`src/rtl/ppb_pkg.sv`:
```
// Shared constants, opcodes and state encoding for the PPB host link.
package ppb_pkg;

    localparam logic [7:0] OP_STEP  = 8'h01;
    localparam logic [7:0] OP_RUN   = 8'h02;
    localparam logic [7:0] OP_RESET = 8'h03;
    localparam logic [7:0] OP_WRITE = 8'h10;
    localparam logic [7:0] OP_SNAP  = 8'h20;

    localparam logic [7:0] ACK = 8'hA5;
    localparam logic [7:0] NAK = 8'hEE;

    localparam int unsigned DI_WIDTH    = 60;
    localparam int unsigned DO_WIDTH    = 74;
    localparam int unsigned DI_CLK_AUTO = 0;
    localparam int unsigned DI_CLK_STEP = 1;
    localparam int unsigned DI_RESET    = 2;
    localparam int unsigned DI_ADDR     = 3;
    localparam int unsigned DI_DATA     = 11;
    localparam int unsigned DI_PROG_EN  = 19;

    localparam int unsigned SNAP_BYTES      = 10;
    localparam int unsigned RST_HOLD_CYCLES = 4;

    typedef enum logic [2:0] {
        IDLE,
        ARG1,
        ARG2,
        EXEC,
        RST_HOLD,
        RESP,
        SNAP_TX
    } state_t;

endpackage

```
`src/rtl/ppb_snap_serializer.sv`:
```
// Captures the 74-bit CPU status vector and streams it out as SNAP_BYTES bytes,
// lowest vector index in the MSB of each byte.
module ppb_snap_serializer
    import ppb_pkg::*;
(
    input  logic                clk,
    input  logic                rst_n,
    input  logic                load,
    input  logic [0:DO_WIDTH-1] snap,
    output logic [7:0]          data,
    output logic                valid,
    input  logic                ready,
    output logic                last
);

    logic [0:SNAP_BYTES*8-1] shreg;
    logic [3:0]              idx;

    assign data = shreg[0:7];
    assign last = valid && ready && (idx == 4'(SNAP_BYTES - 1));

    always_ff @(posedge clk or negedge rst_n) begin
        if (!rst_n) begin
            shreg <= '0;
            idx   <= '0;
            valid <= 1'b0;
        end else if (load) begin
            shreg <= {snap, {(SNAP_BYTES*8 - DO_WIDTH){1'b0}}};
            idx   <= '0;
            valid <= 1'b1;
        end else if (valid && ready) begin
            // Shift only on handshake so the presented byte holds under stall.
            if (last) begin
                valid <= 1'b0;
            end else begin
                shreg <= shreg << 8;
                idx   <= idx + 4'd1;
            end
        end
    end

endmodule

```
`src/rtl/ppb_host_link.sv`:
```
// Byte-command host link: decodes host opcodes into CPU-board control pulses
// and returns an ACK/NAK byte or a 10-byte status snapshot.
module ppb_host_link
    import ppb_pkg::*;
#(
    parameter int unsigned TIMEOUT = 1023
) (
    input  logic                clk,
    input  logic                rst_n,
    input  logic [7:0]          rx_data,
    input  logic                rx_valid,
    output logic                rx_ready,
    output logic [7:0]          tx_data,
    output logic                tx_valid,
    input  logic                tx_ready,
    output logic [0:DI_WIDTH-1] device_inputs,
    input  logic [0:DO_WIDTH-1] device_outputs,
    output logic                busy
);

    localparam int unsigned CW = $clog2(TIMEOUT + 1);

    state_t     state, state_n;
    logic [7:0] op, arg_byte, resp_byte, resp_n;
    logic [7:0] prog_addr, prog_data;
    logic       run_en, ready_en, snap_load, accept, expired;
    logic [CW-1:0] tmo_cnt;
    logic [1:0]    hold_cnt;
    logic [7:0]    ser_data;
    logic          ser_valid, ser_last;

    assign rx_ready = ready_en && (state == IDLE || state == ARG1 || state == ARG2);
    assign accept   = rx_valid && rx_ready;
    assign expired  = (tmo_cnt == CW'(TIMEOUT - 1));
    assign busy     = (state != IDLE);
    assign tx_valid = (state == RESP) || (state == SNAP_TX && ser_valid);
    assign tx_data  = (state == SNAP_TX) ? ser_data : resp_byte;

    always_comb begin
        state_n = state;
        resp_n  = resp_byte;
        unique case (state)
            IDLE: if (accept) begin
                unique case (rx_data)
                    OP_STEP:  state_n = EXEC;
                    OP_RUN:   state_n = ARG1;
                    OP_RESET: state_n = RST_HOLD;
                    OP_WRITE: state_n = ARG1;
                    OP_SNAP:  state_n = SNAP_TX;
                    default: begin
                        state_n = RESP;
                        resp_n  = NAK;
                    end
                endcase
            end
            ARG1: if (accept) begin
                state_n = (op == OP_RUN) ? RESP : ARG2;
                resp_n  = ACK;
            end else if (expired) begin
                state_n = RESP;
                resp_n  = NAK;
            end
            ARG2: if (accept) begin
                state_n = EXEC;
            end else if (expired) begin
                state_n = RESP;
                resp_n  = NAK;
            end
            EXEC: begin
                state_n = RESP;
                resp_n  = ACK;
            end
            RST_HOLD: if (hold_cnt == 2'(RST_HOLD_CYCLES - 1)) begin
                state_n = RESP;
                resp_n  = ACK;
            end
            RESP:    if (tx_ready) state_n = IDLE;
            SNAP_TX: if (ser_last) state_n = IDLE;
            default: state_n = IDLE;
        endcase
    end

    always_ff @(posedge clk or negedge rst_n) begin
        if (!rst_n) begin
            state     <= IDLE;
            op        <= '0;
            arg_byte  <= '0;
            resp_byte <= '0;
            prog_addr <= '0;
            prog_data <= '0;
            run_en    <= 1'b0;
            ready_en  <= 1'b0;
            snap_load <= 1'b0;
            tmo_cnt   <= '0;
            hold_cnt  <= '0;
        end else begin
            state     <= state_n;
            resp_byte <= resp_n;
            ready_en  <= 1'b1;
            snap_load <= (state == IDLE) && accept && (rx_data == OP_SNAP);
            hold_cnt  <= (state == RST_HOLD) ? hold_cnt + 2'd1 : 2'd0;
            if ((state == ARG1 || state == ARG2) && !accept)
                tmo_cnt <= tmo_cnt + 1'b1;
            else
                tmo_cnt <= '0;
            if (state == IDLE && accept)
                op <= rx_data;
            if (state == ARG1 && accept) begin
                arg_byte <= rx_data;
                if (op == OP_RUN)
                    run_en <= rx_data[0];
            end
            if (state == ARG2 && accept) begin
                prog_addr <= arg_byte;
                prog_data <= rx_data;
            end
        end
    end

    // Pulses decode straight from state so they vanish with the async reset.
    always_comb begin
        device_inputs               = '0;
        device_inputs[DI_CLK_AUTO]  = run_en;
        device_inputs[DI_CLK_STEP]  = (state == EXEC) && (op == OP_STEP);
        device_inputs[DI_RESET]     = (state == RST_HOLD);
        device_inputs[DI_ADDR +: 8] = prog_addr;
        device_inputs[DI_DATA +: 8] = prog_data;
        device_inputs[DI_PROG_EN]   = (state == EXEC) && (op == OP_WRITE);
    end

    ppb_snap_serializer u_snap (
        .clk   (clk),
        .rst_n (rst_n),
        .load  (snap_load),
        .snap  (device_outputs),
        .data  (ser_data),
        .valid (ser_valid),
        .ready (tx_ready && state == SNAP_TX),
        .last  (ser_last)
    );

endmodule

```
`config.mk`:
```
export PLATFORM = sky130hd
export DESIGN_NAME = ppb_host_link
export DESIGN_NICKNAME = d
export VERILOG_FILES = /design/src/rtl/ppb_pkg.sv /design/src/rtl/ppb_snap_serializer.sv /design/src/rtl/ppb_host_link.sv
export SDC_FILE = /design/constraint.sdc
export NUM_CORES = 1
export LEC_CHECK = 0
export CORE_ASPECT_RATIO = 0.5
export CORE_MARGIN = 1
export CORE_UTILIZATION = 42
export CTS_BUF_LIST = sky130_fd_sc_hd__clkbuf_4
export DETAILED_ROUTE_END_ITERATION = 7
export GPL_TIMING_DRIVEN = 0
export PLACE_DENSITY = 0.69
export SLEW_MARGIN = 10
export SYNTH_ARGS = -nofsm -noshare
export SYNTH_HDL_FRONTEND = slang
export SYNTH_SLANG_ARGS = --single-unit
```
`constraint.sdc`:
```
create_clock -name clk -period 2.49 [get_ports clk]
set_input_delay 0.498 -clock clk [delete_from_list [all_inputs] [get_ports clk]]
set_output_delay 0.498 -clock clk [all_outputs]
set_load 0.1 [all_outputs]
```
==> results.yml <==
pwr:
  power.static_leakage_nw: 4.05
  power.density_nw_per_um2: 856
  ir_drop_mv: 0.475
clock_tree:
  cts_sinks: 137
  clkTransAtPathRegs_ps: 140
  clk_path_buf_depth: 2
  cts_made_buffers: 17
  root_buffer: "clkbuf_4"
  htreeDepth: 4
  worstSkewPairLatency_ps: 550
  cts_tree: "built"
global_routing:
  grt_pass1_vias: 5229
  grt_max_degree: 91
  grt_pass1_wl_mm: 26.1
  overflow: 0
  antenna_found_initial: 0
  grt_usage_pct: 19.9
sta:
  worst_pin_slew_ps: 1050
  max_freq_mhz: 366
  layout_setup_ws_ps: -242
  rsz0062_at_grt: "yes"
  slew_violations: 0
  finalHoldViolCount: 0
  period_minus_slack_ps: 2730
  max-slew-margin-rel_pct: 29.1
  fin_setup_tns_ps: -483
  fin_hold_ws_ps: 228
  fin_skew_ps: 30.6
  post-route-period-util_pct: 110
  finalSetupViolCount: 2
floorplan:
  initial_utilization_pct: 43.6
  fp.dieW_um: 182
  dieArea_um2: 16800
  coreArea_um2: 15700
  rows: 32
  die_y_um: 92.2
  pin_count: 157
route:
  wire_per_inst_um: 14.7
  dr.pass1.iters: 5
  drt_iter0_markers: 298
  ant_nets: 0
  vias: 5194
  avgViaCountPerCell: 4.87
  wirelength_mm: 15.7
  drc_errors: 0
synthesis:
  synth_edf_count: 0
  synth_most_common_cell: "dfrtp_1"
  synth_area_leaders: "dfrtp_1 (50%), mux2i_1 (9.7%), nand2_1 (5.9%), o21ai_0 (5.8%), mux2_2 (5.4%)"
  synth_seq_area_share_pct: 50.2
  synth_cell_types: 56
  async_flop_share_pct: 100
  synthTopCellsByCount: "dfrtp_1 (137), nand2_1 (107), o21ai_0 (79), mux2i_1 (66), buf_4 (47)"
  synth_cells: 656
  ys_warn_count: 0
  synth_ff_type: "dfrtp_1"
  syn_area_per_cell_um2: 10.4
  synth_area_um2: 6830
  synth_top_area_share_pct: 50.2
  synth_top_area_cell: "dfrtp_1"
  ys_ff_latch: 137
setup_path:
  path_depth: 5
  reg2reg_depth: 5
  critPathLaunchType: "flip-flop"
  path_delay_family: "simple AND/OR/NAND/NOR gates"
  crit_chain: "or4_4 -> nor2_2 -> nand4b_1 -> nor3b_2 -> buf_6"
  worstPathRequired_ps: 1990
  crit_type: "flip-flop to output port"
  slowest_stage: "or4_4"
  cp_num_buf_inv: 1
  worst_setup_path_end_kind: "output port"
  critPathMaxStageDelay_ps: 540
  path_max_fanout: 2
  cp.arrival_ps: 2230
final_layout:
  final_util_pct: 56.1
  final_cell_area_um2: 8780
  nets: 925
  drive_gt1_share_pct: 20.3
  seq_area_um2: 3430
  final.fill_count: 1362
  multi_input_area_um2: 3000
  n_antenna_cell: 0
  syn2layout_area_growth_pct: 28.6
place:
  routabilityCongestion: 0.849
  placed_cell_area_um2: 8430
  portBuffers: 113
  dpl.hpwl_mm: 11.5
run:
  maxCapViolations: 0
hold_path:
  holdPathStages: 2
  worstHoldPathType: "input pin to flip-flop"
outcome:
  violations: "negative setup slack"
  status: "finished, violations left"
## cell usage in the layout (no fill, tap or decap), drive strengths merged, types with 3 or more instances in the layout
| cell type | Yosys | routed |
|---|---|---|
| dfrtp | 137 | 137 |
| nand2 | 108 | 108 |
| o21ai | 90 | 90 |
| clkdlybuf4s50 | 0 | 81 |
| buf | 53 | 75 |
| mux2i | 66 | 66 |
| clkbuf | 28 | 44 |
| conb | 2 | 41 |
| mux2 | 33 | 33 |
| dlygate4sd2 | 0 | 17 |
| nor2 | 17 | 17 |
| inv | 8 | 14 |
| nor3 | 13 | 13 |
| a21oi | 12 | 12 |
| nand3 | 9 | 9 |
| xnor2 | 7 | 7 |
| or3 | 5 | 5 |
| xor2 | 5 | 5 |
| nand3b | 5 | 5 |
| ha | 5 | 5 |
| a21o | 5 | 5 |
| nor4 | 4 | 4 |
| clkinv | 1 | 4 |
| and2 | 3 | 3 |
| o31ai | 3 | 3 |
| o21bai | 3 | 3 |
| clkinvlp | 0 | 3 |
| or4 | 3 | 3 |
| nor3b | 3 | 3 |
## state kept, by name, summed over array words and instances (netlist names), 2 cells and up
register and flops:
tmo_cnt 10, u_snap.shreg 74, resp_byte 8, hold_cnt 2, arg_byte 8, prog_data 8
u_snap.idx 4, prog_addr 8, op 8, state 3
## per-layer routing
layer / up-vias / track usage [%] / share of wire (%)
met5: - / 0 / 0
met4: 0 / 4.83 / 0.87
met3: 18 / 4.33 / 5.1
met2: 157 / 31.6 / 46
met1: 2469 / 27.7 / 49
li1: 2550 / - / -
## path summary, 6_finish.rpt
check	slack, ps	from	endpoint
worst min-delay path	230	rx_data[4]	op[4]
worst max register to register	300	state[1]	snap_load
worst max-delay path	-240	op[2]	device_inputs[1]
worst min register to register	450	hold_cnt[0]	hold_cnt[0]
max in group asynchronous	1250	rst_n	u_snap.shreg[66]
min in group asynchronous	420	rst_n	prog_addr[5]
## final cells by class
type / instances / share of cell area [%]
Timing Repair Buffer: 121 / 13.6
Clock inverter: 14 / 1.87
Buffer: 80 / 6.37
Tap cell: 221 / 3.15
Inverter: 9 / 0.399
Clock buffer: 17 / 1.45
Sequential cell: 137 / 39.0
Multi-Input combinational cell: 468 / 34.2
## where the power goes
group          leakage (nW)  internal [mW]  switching, mW
clock network         0.148          0.616          0.908
logic                  2.06          0.933           2.30
registers              1.84           2.56          0.201
total                  4.05           4.11           3.41
## stage by stage
step | power [mW] | std cells | worst slack, ps
after floorplan | 5.25 | 695 | -400
after global placement | 6.01 | 1029 | -4560
after detailed placement | 6.06 | 1030 | -688
after CTS | 7.53 | 1065 | -272
after global routing | 7.86 | 1067 | -337
final | 7.52 | 1067 | -242
## kinds of logic (layout without fill, tap and decap cells)
| group | count (synthesis) | count (layout) | share of synthesized area (%) |
|---|---|---|---|
| flip-flops | 137 | 137 | 50.2 |
| other | 2 | 41 | 0.110 |
| adder cells (fa/ha/maj) | 5 | 5 | 0.916 |
| multiplexers | 99 | 99 | 15.1 |
| AO/OA/AOI/OAI | 126 | 126 | 10.6 |
| buffers and inverters | 90 | 241 | 8.56 |
| XOR/XNOR | 12 | 12 | 1.54 |
| AND/OR/NAND/NOR | 185 | 185 | 12.9 |
## timing repair
| item | CTS | global route |
|---|---|---|
| gates cloned | 0 | 0 |
| pin swaps | 3 | 3 |
| setup endpoints to repair | 31 | 11 |
| endpoints found under the hold margin | 47 | 0 |
| buffers inserted | 4 | 2 |
| hold buffers | 1 | 0 |
| resized for setup | 112 | 9 |
No activity file was read; power rests on OpenSTA's default activity.
